`src/rtl/auth_pkg.sv`:
```
// Shared definitions for the access-control stage and the game controller:
// state codes, display codes and entry length.
package auth_pkg;

  typedef enum logic [2:0] {
    ST_ID_ENTRY  = 3'd0,
    ST_PWD_ENTRY = 3'd1,
    ST_AUTH_OK   = 3'd2,
    ST_LOCKOUT   = 3'd3
  } auth_state_t;

  localparam logic [3:0] DISP_IDLE = 4'hF;
  localparam logic [3:0] DISP_ERR  = 4'hE;
  localparam logic [3:0] DISP_MASK = 4'hA;

  localparam int NUM_DIGITS = 4;

endpackage

```
`src/rtl/auth_controller_if.sv`:
```
// Keypad-side and game-controller-side signals of the access-control stage.
// The slave modport is the controller itself.
interface auth_controller_if;

  logic [3:0] PassDigit;
  logic       LoadPassNumber;
  logic       LogOut;
  logic       SuccessAuth;
  logic       RLed;
  logic       GLed;
  logic       Locked;
  logic [3:0] PwdDisp;

  modport master (
    output PassDigit, LoadPassNumber, LogOut,
    input  SuccessAuth, RLed, GLed, Locked, PwdDisp
  );

  modport slave (
    input  PassDigit, LoadPassNumber, LogOut,
    output SuccessAuth, RLed, GLed, Locked, PwdDisp
  );

endinterface

```
`src/rtl/lockout_timer.sv`:
```
// Lockout interval timer: counts 0..LOCK_CYCLES-1 after start, busy meanwhile,
// done pulses for one cycle on the terminal count.
module lockout_timer #(
  parameter int LOCK_CYCLES = 50_000_000
) (
  input  logic clk,
  input  logic rst,
  input  logic start,
  output logic busy,
  output logic done
);

  localparam int CW = (LOCK_CYCLES > 1) ? $clog2(LOCK_CYCLES) : 1;
  localparam logic [CW-1:0] LAST = CW'(LOCK_CYCLES - 1);

  logic [CW-1:0] cnt_reg;
  logic          busy_reg;

  always_ff @(posedge clk or negedge rst) begin
    if (!rst) begin
      cnt_reg  <= '0;
      busy_reg <= 1'b0;
    end else if (start) begin
      cnt_reg  <= '0;
      busy_reg <= 1'b1;
    end else if (busy_reg) begin
      if (cnt_reg == LAST) begin
        cnt_reg  <= '0;
        busy_reg <= 1'b0;
      end else begin
        cnt_reg <= cnt_reg + CW'(1);
      end
    end
  end

  assign busy = busy_reg;
  assign done = busy_reg && (cnt_reg == LAST);

endmodule

```
`src/rtl/auth_controller.sv`:
```
// Password-controlled access stage: 4-digit ID then 4-digit password, one digit
// per press, with a timed lockout after MAX_FAIL consecutive failed entries.
module auth_controller
  import auth_pkg::*;
#(
  parameter logic [15:0] USER_ID     = 16'h1234,
  parameter logic [15:0] PASSWORD    = 16'h5678,
  parameter int          MAX_FAIL    = 3,
  parameter int          LOCK_CYCLES = 50_000_000
) (
  input logic              clk,
  input logic              rst,
  auth_controller_if.slave bus
);

  localparam logic [1:0] LAST_IDX = 2'(NUM_DIGITS - 1);

  logic [3:0]  id_nib  [NUM_DIGITS];
  logic [3:0]  pwd_nib [NUM_DIGITS];

  auth_state_t state_reg;
  logic [1:0]  idx_reg;
  logic        sofar_reg;
  logic [2:0]  fail_cnt_reg;
  logic        success_reg;
  logic        rled_reg;
  logic        gled_reg;
  logic        locked_reg;
  logic [3:0]  disp_reg;

  logic        digit_ok;
  logic        entry_good;
  logic        last_digit;
  logic [2:0]  fail_next;
  logic        lock_start;
  logic        lock_busy;
  logic        lock_done;

  // Digit 0 sits in the top nibble and is keyed first.
  for (genvar gi = 0; gi < NUM_DIGITS; gi++) begin : g_nib
    assign id_nib[gi]  = USER_ID[15 - 4*gi -: 4];
    assign pwd_nib[gi] = PASSWORD[15 - 4*gi -: 4];
  end

  assign digit_ok   = (state_reg == ST_ID_ENTRY) ? (bus.PassDigit == id_nib[idx_reg])
                                                 : (bus.PassDigit == pwd_nib[idx_reg]);
  assign entry_good = sofar_reg && digit_ok;
  assign last_digit = (state_reg == ST_PWD_ENTRY) && bus.LoadPassNumber && (idx_reg == LAST_IDX);
  assign fail_next  = fail_cnt_reg + 3'd1;
  assign lock_start = last_digit && !entry_good && (fail_next == 3'(MAX_FAIL));

  lockout_timer #(.LOCK_CYCLES(LOCK_CYCLES)) u_lockout_timer (
    .clk   (clk),
    .rst   (rst),
    .start (lock_start),
    .busy  (lock_busy),
    .done  (lock_done)
  );

  always_ff @(posedge clk or negedge rst) begin
    if (!rst) begin
      state_reg    <= ST_ID_ENTRY;
      idx_reg      <= 2'd0;
      sofar_reg    <= 1'b1;
      fail_cnt_reg <= 3'd0;
      success_reg  <= 1'b0;
      rled_reg     <= 1'b1;
      gled_reg     <= 1'b0;
      locked_reg   <= 1'b0;
      disp_reg     <= DISP_IDLE;
    end else begin
      case (state_reg)
        ST_ID_ENTRY: if (bus.LoadPassNumber) begin
          sofar_reg <= entry_good;
          disp_reg  <= bus.PassDigit;
          if (idx_reg == LAST_IDX) begin
            state_reg <= ST_PWD_ENTRY;
            idx_reg   <= 2'd0;
          end else begin
            idx_reg <= idx_reg + 2'd1;
          end
        end
        ST_PWD_ENTRY: if (bus.LoadPassNumber) begin
          if (idx_reg == LAST_IDX) begin
            idx_reg   <= 2'd0;
            sofar_reg <= 1'b1;
            if (entry_good) begin
              state_reg    <= ST_AUTH_OK;
              fail_cnt_reg <= 3'd0;
              success_reg  <= 1'b1;
              gled_reg     <= 1'b1;
              rled_reg     <= 1'b0;
              disp_reg     <= DISP_MASK;
            end else begin
              fail_cnt_reg <= fail_next;
              disp_reg     <= DISP_ERR;
              locked_reg   <= lock_start;
              state_reg    <= lock_start ? ST_LOCKOUT : ST_ID_ENTRY;
            end
          end else begin
            idx_reg   <= idx_reg + 2'd1;
            sofar_reg <= entry_good;
            disp_reg  <= DISP_MASK;
          end
        end
        ST_AUTH_OK: if (bus.LogOut) begin
          state_reg   <= ST_ID_ENTRY;
          idx_reg     <= 2'd0;
          success_reg <= 1'b0;
          gled_reg    <= 1'b0;
          rled_reg    <= 1'b1;
          disp_reg    <= DISP_IDLE;
        end
        // An idle timer here means the interval was lost; leave rather than hang.
        ST_LOCKOUT: if (lock_done || !lock_busy) begin
          state_reg    <= ST_ID_ENTRY;
          idx_reg      <= 2'd0;
          locked_reg   <= 1'b0;
          fail_cnt_reg <= 3'd0;
          disp_reg     <= DISP_IDLE;
        end
        default: begin
          state_reg    <= ST_ID_ENTRY;
          idx_reg      <= 2'd0;
          sofar_reg    <= 1'b1;
          fail_cnt_reg <= 3'd0;
          success_reg  <= 1'b0;
          rled_reg     <= 1'b1;
          gled_reg     <= 1'b0;
          locked_reg   <= 1'b0;
          disp_reg     <= DISP_IDLE;
        end
      endcase
    end
  end

  assign bus.SuccessAuth = success_reg;
  assign bus.RLed        = rled_reg;
  assign bus.GLed        = gled_reg;
  assign bus.Locked      = locked_reg;
  assign bus.PwdDisp     = disp_reg;

endmodule

```
`src/flat_wrapper.sv`:
```
// flat-port wrapper written by rule: the top's interface ports become plain ports
module auth_controller_flat import auth_pkg::*;
#(
  parameter logic [15:0] USER_ID     = 16'h1234,
  parameter logic [15:0] PASSWORD    = 16'h5678,
  parameter int          MAX_FAIL    = 3,
  parameter int          LOCK_CYCLES = 50_000_000
)
  (clk, rst, bus_PassDigit, bus_LoadPassNumber, bus_LogOut, bus_SuccessAuth, bus_RLed, bus_GLed, bus_Locked, bus_PwdDisp);
  auth_controller_if bus_i ();
  input logic clk;
  input logic rst;
  input wire logic [$bits(bus_i.PassDigit)-1:0] bus_PassDigit;
  input wire logic [$bits(bus_i.LoadPassNumber)-1:0] bus_LoadPassNumber;
  input wire logic [$bits(bus_i.LogOut)-1:0] bus_LogOut;
  output wire logic [$bits(bus_i.SuccessAuth)-1:0] bus_SuccessAuth;
  output wire logic [$bits(bus_i.RLed)-1:0] bus_RLed;
  output wire logic [$bits(bus_i.GLed)-1:0] bus_GLed;
  output wire logic [$bits(bus_i.Locked)-1:0] bus_Locked;
  output wire logic [$bits(bus_i.PwdDisp)-1:0] bus_PwdDisp;
  assign bus_i.PassDigit = bus_PassDigit;
  assign bus_i.LoadPassNumber = bus_LoadPassNumber;
  assign bus_i.LogOut = bus_LogOut;
  assign bus_SuccessAuth = bus_i.SuccessAuth;
  assign bus_RLed = bus_i.RLed;
  assign bus_GLed = bus_i.GLed;
  assign bus_Locked = bus_i.Locked;
  assign bus_PwdDisp = bus_i.PwdDisp;
  auth_controller #(.USER_ID(USER_ID), .PASSWORD(PASSWORD), .MAX_FAIL(MAX_FAIL), .LOCK_CYCLES(LOCK_CYCLES)) u_core (.clk(clk), .rst(rst), .bus(bus_i));
endmodule
```
`config.mk`:
```
export PLATFORM = sky130hd
export DESIGN_NAME = auth_controller_flat
export DESIGN_NICKNAME = d
export VERILOG_FILES = /design/src/rtl/auth_pkg.sv /design/src/rtl/auth_controller_if.sv /design/src/rtl/lockout_timer.sv /design/src/rtl/auth_controller.sv /design/src/flat_wrapper.sv
export SDC_FILE = /design/constraint.sdc
export NUM_CORES = 1
export LEC_CHECK = 0
export ABC_AREA = 1
export CELL_PAD_IN_SITES_DETAIL_PLACEMENT = 1
export CELL_PAD_IN_SITES_GLOBAL_PLACEMENT = 2
export CORE_MARGIN = 1.5
export CORE_UTILIZATION = 30
export CTS_CLUSTER_DIAMETER = 50
export DETAILED_ROUTE_END_ITERATION = 8
export GPL_TIMING_DRIVEN = 1
export PLACE_DENSITY_LB_ADDON = 0.3
export SYNTH_ARGS = -nofsm -noshare
export SYNTH_HDL_FRONTEND = slang
export SYNTH_SLANG_ARGS = --single-unit
```
`constraint.sdc`:
```
create_clock -name clk -period 2.9 [get_ports clk]
set_input_delay 0.58 -clock clk [delete_from_list [all_inputs] [get_ports clk]]
set_output_delay 0.58 -clock clk [all_outputs]
set_load 0.01 [all_outputs]
```
; After elaboration in Yosys (flattened, before gate mapping)
; Cells that the tools add are included.
[classes]
add_sub_neg = 3
order_cmp = 1
n_eq_ne = 17
muxes = 57
bitwise = 4
n_reduce_logical = 22
[ops]
columns = operator, n
row1 = 2-to-1 mux 26 bit, 3
row2 = 2-to-1 mux 3 bit, 12
row3 = 2-to-1 mux 4 bit, 8
row4 = adder 26 x 1 -> 26 bit (second input constant), 1
row5 = equality test 26 bit (second input constant), 1
row6 = 2-to-1 mux 1 bit, 19
row7 = binary-select mux 4 bit (select 2 bit), 2
row8 = one-hot mux 4 bit (4 select lines), 1
row9 = != test 2 bit (second input constant), 6
row10 = one-hot mux 1 bit (3 select lines), 4
row11 = one-hot mux 3 bit (4 select lines), 1
row12 = 2-to-1 mux 2 bit, 5
row13 = AND reduction 5 bit, 2
row14 = equality test 3 x 2 -> 1 bit (second input constant), 3
row15 = one-hot mux 3 bit (3 select lines), 1
row16 = equality test 4 bit, 2
row17 = AND reduction 4 bit, 2
row18 = OR reduction 2 bit, 4
row19 = logical AND 1 bit, 6
row20 = != test 2 x 1 -> 1 bit (second input constant), 3
row21 = one-hot mux 2 bit (3 select lines), 1
row22 = AND reduction 3 bit, 2
row23 = AND reduction 6 bit, 1
row24 = adder 3 x 1 -> 3 bit (second input constant), 1
row25 = 10 further kinds, 13
[totals]
register_bits = 43
elab_cells = 114

; Depth between registers and ports, before layout
; Gate-level depths: netlist of the first run.
[depth]
word_depth = 15
depth_mapped = 11
mapped_depth_nobuf = 11

; Cells and area by module
; A second synthesis of the first run with hierarchy kept.
[unflattened]
hier_cells = 402
area_unflattened_um2 = 2914.0
[by_module_without_submodules]
columns = module, instances, cells_per_inst, area_per_inst_um2, seq_area_each_um2
row1 = lockout_timer, 1, 268, 1861.8, 675.6
row2 = auth_controller, 1, 134, 1052.3, 382.9

; Worst setup path before layout of the first run
; OpenSTA, ideal clock, no wires.
[synth_timing]
path_type = register to register
startpoint = register u_core.state_reg[1]
endpoint = register u_core.state_reg[1]
setup_ps = 121
t_arrival_ps = 1557
required_ps = 2779
slack_ps = 1223
stages_incl_launch_ff = 10
n_path_buf = 1
cell_sequence = dfrtp_1 > inv_1 > ha_1 > buf_6 > nor2_1 > inv_1 > a21oi_1 > nand3_1 > nand2_1 > o21ai_1
[synth_via]
elab_chain_len = 11
word_cells_on_any_way = 23
[synth_lines]
columns = element, line_no
row1 = "start, declared", auth_controller.sv:21  ; auth_state_t state_reg;
row2 = "start signal, assigned", auth_controller.sv:98  ; state_reg <= lock_start ? ST_LOCKOUT : ST_ID_ENTRY;
row3 = zero test 3 bit, "auth_controller.sv:45, auth_controller.sv:72"
row4 = 2-to-1 mux 1 bit, auth_controller.sv:45  ; assign digit_ok = (state_reg == ST_ID_ENTRY) ? (bus.PassDigit == id_nib[idx_reg])
row5 = logical AND 1 bit, auth_controller.sv:47  ; assign entry_good = sofar_reg && digit_ok;
row6 = zero test 1 bit, auth_controller.sv:50  ; assign lock_start = last_digit && !entry_good && (fail_next == 3'(MAX_FAIL));
row7 = logical AND 1 bit (2 in series), auth_controller.sv:50
row8 = 2-to-1 mux 2 bit, auth_controller.sv:98
row9 = 2-to-1 mux 3 bit, auth_controller.sv:87  ; if (entry_good) begin
row10 = 2-to-1 mux 3 bit, auth_controller.sv:84  ; if (idx_reg == LAST_IDX) begin
row11 = 2-to-1 mux 3 bit, auth_controller.sv:83  ; ST_PWD_ENTRY: if (bus.LoadPassNumber) begin
row12 = one-hot mux 3 bit (4 select lines), auth_controller.sv:72  ; case (state_reg)
; Several ways; a longest one is shown, not always the timed one. The select of a mux whose other input is x is not followed.
; A chain may end at the register's enable or synchronous reset.

; Worst setup path in the final report of the first run
[layout_timing]
startpoint = register u_core.state_reg[1]
endpoint = register u_core.u_lockout_timer.cnt_reg[21]
[layout_via]
elab_chain_len = 7
word_cells_on_any_way = 11
[layout_lines]
columns = element, line_no
row1 = zero test 3 bit, auth_controller.sv:45
row2 = 2-to-1 mux 1 bit, auth_controller.sv:45
row3 = logical AND 1 bit, auth_controller.sv:47
row4 = zero test 1 bit, auth_controller.sv:50
row5 = logical AND 1 bit * (2 in series), auth_controller.sv:50
row6 = 2-to-1 mux 26 bit / nonzero test 2 bit (equally long branches), -
row7 = "end signal, assigned", lockout_timer.sv:31  ; cnt_reg <= cnt_reg + CW'(1);
row8 = "end, declared", lockout_timer.sv:16  ; logic [CW-1:0] cnt_reg;
; Mark *: on every way between the ends. The rest lies on a longest branch, timed or not.

==> flow_summary.ini, run 1 <==
[setup_path]
cp_max_fo = 26
critical_path_class = reg2reg
cp.arrival_ns = 2.39
critPathLaunchType = register
crit_required_ns = 3.09
reg2reg_depth = 9
cp-end-kind = register

[logic_synthesis]
yosys-top-cells-area = dfrtp_1, nand2_1, nand3_1
ys_seq_elements = 42
synth_edf_count = 0
yosysWarnings = 0
ys.flop_type = dfrtp_1
synth_top_cell_by_area = dfrtp_1
synthCells = 417
yosys.cell_count.top_type = nand2_1
avgSynthCellArea_sq_um = 7.07
ys_top_cells_by_count = nand2_1, nor2_1, inv_1, nand3_1, dfrtp_1
ys_async_sr_fraction_pct = 100
synth_top_area_share_pct = 30.5
synth_nets = 436
synth_area_sq_um = 2950
synthDistinctLibCells = 38
yosysSeqAreaShare_pct = 35.9

[clock_tree]
holdBufCountCts = 0
cts.sinks = 42
cts.htree.levels = 2
postCtsSetupRepairBufs = 0
clkTransAtPathRegs_ns = 0.10
cts_root_buf = clkbuf_8
worstSkewPairLatency_ns = 0.31
cts_buffers = 5
cts_tree = yes
clk_path_buf_depth = 2
cts_resized = 0

[final_layout]
area_growth_pct = 12.3
largest_register_ffs = 26
antenna_cells = 0
multi_input_area_sq_um = 1640
drive_above_1_share_pct = 8.97
nNetsFinal = 453
final-seq-area_sq_um = 1060
fillers = 1235

[die]
dieArea_sq_um = 10400
die_w_um = 102
die_h_um = 102
num_rows = 36
start_util_pct = 30.6
ios = 16
core_area_sq_um = 9640

[sta]
worst_slew_pin_slew_ns = 0.462
tns_ns = 0
fin_skew_ns = 0.0158
fmax_ghz = 0.453
finalMaxSlewViolations = 0
whs_ns = 0.146
min_period_ns = 2.21
fin_crit_sh_pct = 76.1
slew_headroom_pct = 69.2
final-hold-violation-count = 0
rsz0062_at_grt = no
setup_violations = 0

[run_status]
outcome = finished clean

[grt]
grt_pass1_wl_um = 14600
antenna_found_initial = 0
grt_pass1_vias = 2862
grt_overflow = 0
grt_max_degree = 30
grt_usage_pct = 18.3

[drt]
drc = 0
dr.pass1.iters = 4
vias_per_cell = 4.78
ant_nets = 0
wl_per_cell_um = 15.2
route.vias.total = 2713
drt-total-wl_um = 8640
drt_iter0_drc = 83

[pwr]
irDropWorstVdd_mv = 0.371
power_density_nw_per_um2 = 774
power_mw = 2.56
leakagePower_nw = 1.58

[placed_design]
port_buffers = 15
hpwlAfterDp_um = 6590
place_congestion = 0.837

[job]
maxCapViolCount = 0

[worst_hold_path]
hold_path.class = in2async
-- cell families after synthesis --
logic type / after synthesis / synth area share, %
xor gates and xnor gates: 10 / 3.61
adders and majority gates: 11 / 4.67
AOI/OAI and AO/OA: 43 / 7.81
and+or+nand+nor: 252 / 39.5
DFF: 42 / 35.9
buffers and inverters: 59 / 8.49
-- through the flow --
stage | util (%) | setup WS (ns) | area, sq um | std cells
floorplan | - | 1.22 | 2950 | 417
global placement | 33.4 | 0.598 | 3220 | 560
detailed placement | 33.4 | 0.516 | 3220 | 560
CTS | 34.4 | 0.678 | 3310 | 568
global route | 34.4 | 0.474 | 3310 | 568
finish | 34.4 | 0.693 | 3310 | 568
-- cell type report --
type,instances,area share [%]
clock buffers,7,2.61
clock inverters,1,0.151
inverters,52,5.89
multi-input cells,316,49.5
flip-flops and latches,42,32.0
well taps,133,5.02
repair buffers,17,4.84
-- worst max-delay path, cell delays in order (launching register included) --
cell	delay (ns)
dfrtp_1	0.43
inv_1	0.10
ha_1	0.31
nand2_1	0.13
nand3_1	0.10
nand2_1	0.11
nand3_4	0.14
nand4_4	0.35
o21ai_1	0.32
nor2_1	0.09
-- layout by cell type (no fill, tap or decap), types with 4 or more instances in the layout --
cell type,instances
nand4_1,11
inv_1,50
or2_2,4
nand2_1,108
o21ai_1,5
clkdlybuf4s50_1,14
o21ai_0,14
dfrtp_1,36
nor2_1,58
dfstp_2,6
nand2_2,6
ha_1,11
a21oi_1,17
clkbuf_8,6
xor2_1,6
nand3_1,46
-- metal layers --
| layer | global-route usage (%) | vias up | part of all wire (%) |
|---|---|---|---|
| li1 | - | 1371 | - |
| met1 | 24.6 | 1313 | 49 |
| met2 | 31.0 | 21 | 48 |
| met3 | 2.87 | 8 | 2.0 |
| met4 | 4.11 | 0 | 0.93 |
| met5 | 0 | - | 0 |
-- where the power goes --
part           internal (mW)  switching (mW)  total [mW]
registers              0.777           0.165       0.942
logic                  0.439           0.759        1.20
clock network          0.193           0.230       0.423
total                   1.41            1.15        2.56
-- final timing paths --
path,start,endpoint,slack (ns)
hold reg to reg,u_core.bus.PwdDisp[2]$_DFFE_PN1P_,u_core.bus.PwdDisp[2]$_DFFE_PN1P_,0.48
setup / recovery,u_core.state_reg[1]$_DFFE_PN0P_,u_core.u_lockout_timer.cnt_reg[21]$_DFFE_PN0P_,0.69
max in group asynchronous,rst,u_core.bus.PwdDisp[2]$_DFFE_PN1P_,1.99
min in group clk,u_core.bus.PwdDisp[2]$_DFFE_PN1P_,u_core.bus.PwdDisp[2]$_DFFE_PN1P_,0.48
hold / removal,rst,u_core.u_lockout_timer.cnt_reg[17]$_DFFE_PN0P_,0.15
setup reg to reg,u_core.state_reg[1]$_DFFE_PN0P_,u_core.u_lockout_timer.cnt_reg[21]$_DFFE_PN0P_,0.69
Note: power is estimated with default switching activity, not from simulation.
==> run 2, diff against run 1 <==
==> constraint.sdc (replaced) <==
create_clock -name clk -period 2.3 [get_ports clk]
set_input_delay 0.46 -clock clk [delete_from_list [all_inputs] [get_ports clk]]
set_output_delay 0.46 -clock clk [all_outputs]
set_load 0.01 [all_outputs]
==> flow_summary.ini, run 2 (synthesis gave the netlist of run 1 again) <==
[clock_tree]
cts_root_buf = clkbuf_8
postCtsSetupRepairBufs = 0
cts_buffers = 5
clkTransAtPathRegs_ns = 0.09
cts_tree = yes
holdBufCountCts = 0
clk_path_buf_depth = 2
cts_resized = 0
cts.htree.levels = 2
cts.sinks = 42
worstSkewPairLatency_ns = 0.30

[drt]
highest_layer = met4
wl_met1_um = 4070
wl_met2_um = 4140
drt-total-wl_um = 8420
route.vias.total = 2681
wl_per_cell_um = 14.7
ant_nets = 0
drt_iter0_drc = 55
dr_wl_met3_um = 110
drc = 0
vias_per_cell = 4.70
dr.pass1.iters = 4

[grt]
antenna_found_initial = 0
grt_usage_pct = 17.6
grt_pass1_vias = 2799
grt_max_degree = 24
grt_pass1_wl_um = 14100
grt_overflow = 0

[final_layout]
layout_common_cells = nand2_1, nor2_1, inv_1
largest_register_ffs = 26
fin_util_pct = 35.0
nNetsFinal = 456
final-seq-area_sq_um = 1060
drive_above_1_share_pct = 9.82
fillers = 1254
antenna_cells = 0
area_growth_pct = 14.3
multi_input_area_sq_um = 1640
layout_commonest_cell = nand2_1

[setup_path]
reg2reg_depth = 10
setup.worst_path.end = u_core.u_lockout_timer.cnt_reg[18]$_DFFE_PN0P_
critPathLaunchType = register
crit_required_ns = 2.50
cp.arrival_ns = 2.31
cp-end-kind = register
r2r_slack_ns = 0.19
worst_r2r_endpoint = u_core.u_lockout_timer.cnt_reg[18]$_DFFE_PN0P_
cp_max_fo = 19
critical_path_class = reg2reg
reg2reg_from = u_core.state_reg[1]$_DFFE_PN0P_
startpoint = u_core.state_reg[1]$_DFFE_PN0P_

[sta]
final-hold-violation-count = 0
tns_ns = 0
min_period_ns = 2.11
fin_crit_sh_pct = 91.7
fin_skew_ns = 0.00482
finalMaxSlewViolations = 0
worst_slew_pin_slew_ns = 0.534
fmax_ghz = 0.474
setup_violations = 0
slew_headroom_pct = 64.4
rsz0062_at_grt = no

[die]
ios = 16
core_area_sq_um = 9640
num_rows = 36
die_h_um = 102
dieArea_sq_um = 10400
start_util_pct = 30.6
die_w_um = 102

[pwr]
swShare_pct = 43.6
intPower_mw = 1.87
irDropWorstVdd_mv = 0.419
power_density_nw_per_um2 = 985
seq_power_share_pct = 35.7
combPwrFrac_pct = 45.9
p_switching_mw = 1.45
leakagePower_nw = 1.60
p_clk_share_pct = 18.4

[job]
maxCapViolCount = 0

[worst_hold_path]
hold_path.class = in2async

[placed_design]
port_buffers = 15
hpwlAfterDp_um = 6680
place_congestion = 0.878

[run_status]
outcome = finished clean
-- run 2: cell count changes in the layout (fill, tap and decap cells not counted) --
cell	previous run	this run
clkbuf_1	1	0
clkinv_2	1	0
clkbuf_8	6	5
clkinvlp_4	0	2
buf_4	2	4
buf_12	0	1
bufinv_16	0	1
-- run 2: worst min-delay path by stage --
stage,startpoint,slack (ns),endpoint
final,rst,0.13,u_core.u_lockout_timer.cnt_reg[18]$_DFFE_PN0P_
after global routing,rst,0.14,u_core.u_lockout_timer.cnt_reg[18]$_DFFE_PN0P_
after global placement,u_core.bus.PwdDisp[2]$_DFFE_PN1P_,0.46,u_core.bus.PwdDisp[2]$_DFFE_PN1P_
after floorplan,rst,0.16,u_core.bus.Locked$_DFFE_PN0P_
after detailed placement,u_core.bus.PwdDisp[2]$_DFFE_PN1P_,0.46,u_core.bus.PwdDisp[2]$_DFFE_PN1P_
after CTS,rst,0.14,u_core.u_lockout_timer.cnt_reg[17]$_DFFE_PN0P_
-- run 2: power groups by stage --
stage / Sequential, mW / Combinational (mW) / Clock [mW]
after global placement: 1.19 / 1.52 / 0
final: 1.19 / 1.52 / 0.612
after floorplan: 1.17 / 1.07 / 0
after CTS: 1.19 / 1.55 / 0.640
after detailed placement: 1.20 / 1.54 / 0
after global routing: 1.22 / 1.75 / 0.670
-- run 2: critical path, cell delays in order, from the launching register on --
cell     delay, ns
dfrtp_1       0.43
inv_1         0.09
ha_1          0.32
nand2_1       0.14
nand3_1       0.11
nand2_1       0.10
nand3_4       0.13
nand4_4       0.27
buf_4         0.28
nand3_1       0.09
nand2_1       0.05
-- run 2: cell type report --
cell class / instances / area share (%)
timing repair buffer: 20 / 5.79
clock inverter: 3 / 1.34
inverter: 52 / 5.79
clock buffer: 5 / 2.04
sequential: 42 / 31.4
tap: 133 / 4.94
multi-input combinational: 316 / 48.7
-- run 2: per-stage QoR --
step                power [mW]  instance area [sq um]  hold WS (ns)  instances  worst slack [ns]
floorplan                 2.24                   2950         0.164        417             0.623
global placement          2.71                   3260         0.457        563             0.138
detailed placement        2.73                   3260         0.460        563             0.115
CTS                       3.38                   3370         0.136        571             0.173
global route              3.64                   3370         0.145        571           0.00842
finish                    3.32                   3370         0.127        571             0.190
-- run 2: per-layer routing --
metal / global-route usage [%] / up-vias
met5: 0 / -
met4: 4.95 / 0
met3: 2.26 / 6
met2: 30.8 / 16
met1: 22.7 / 1287
li1: - / 1372
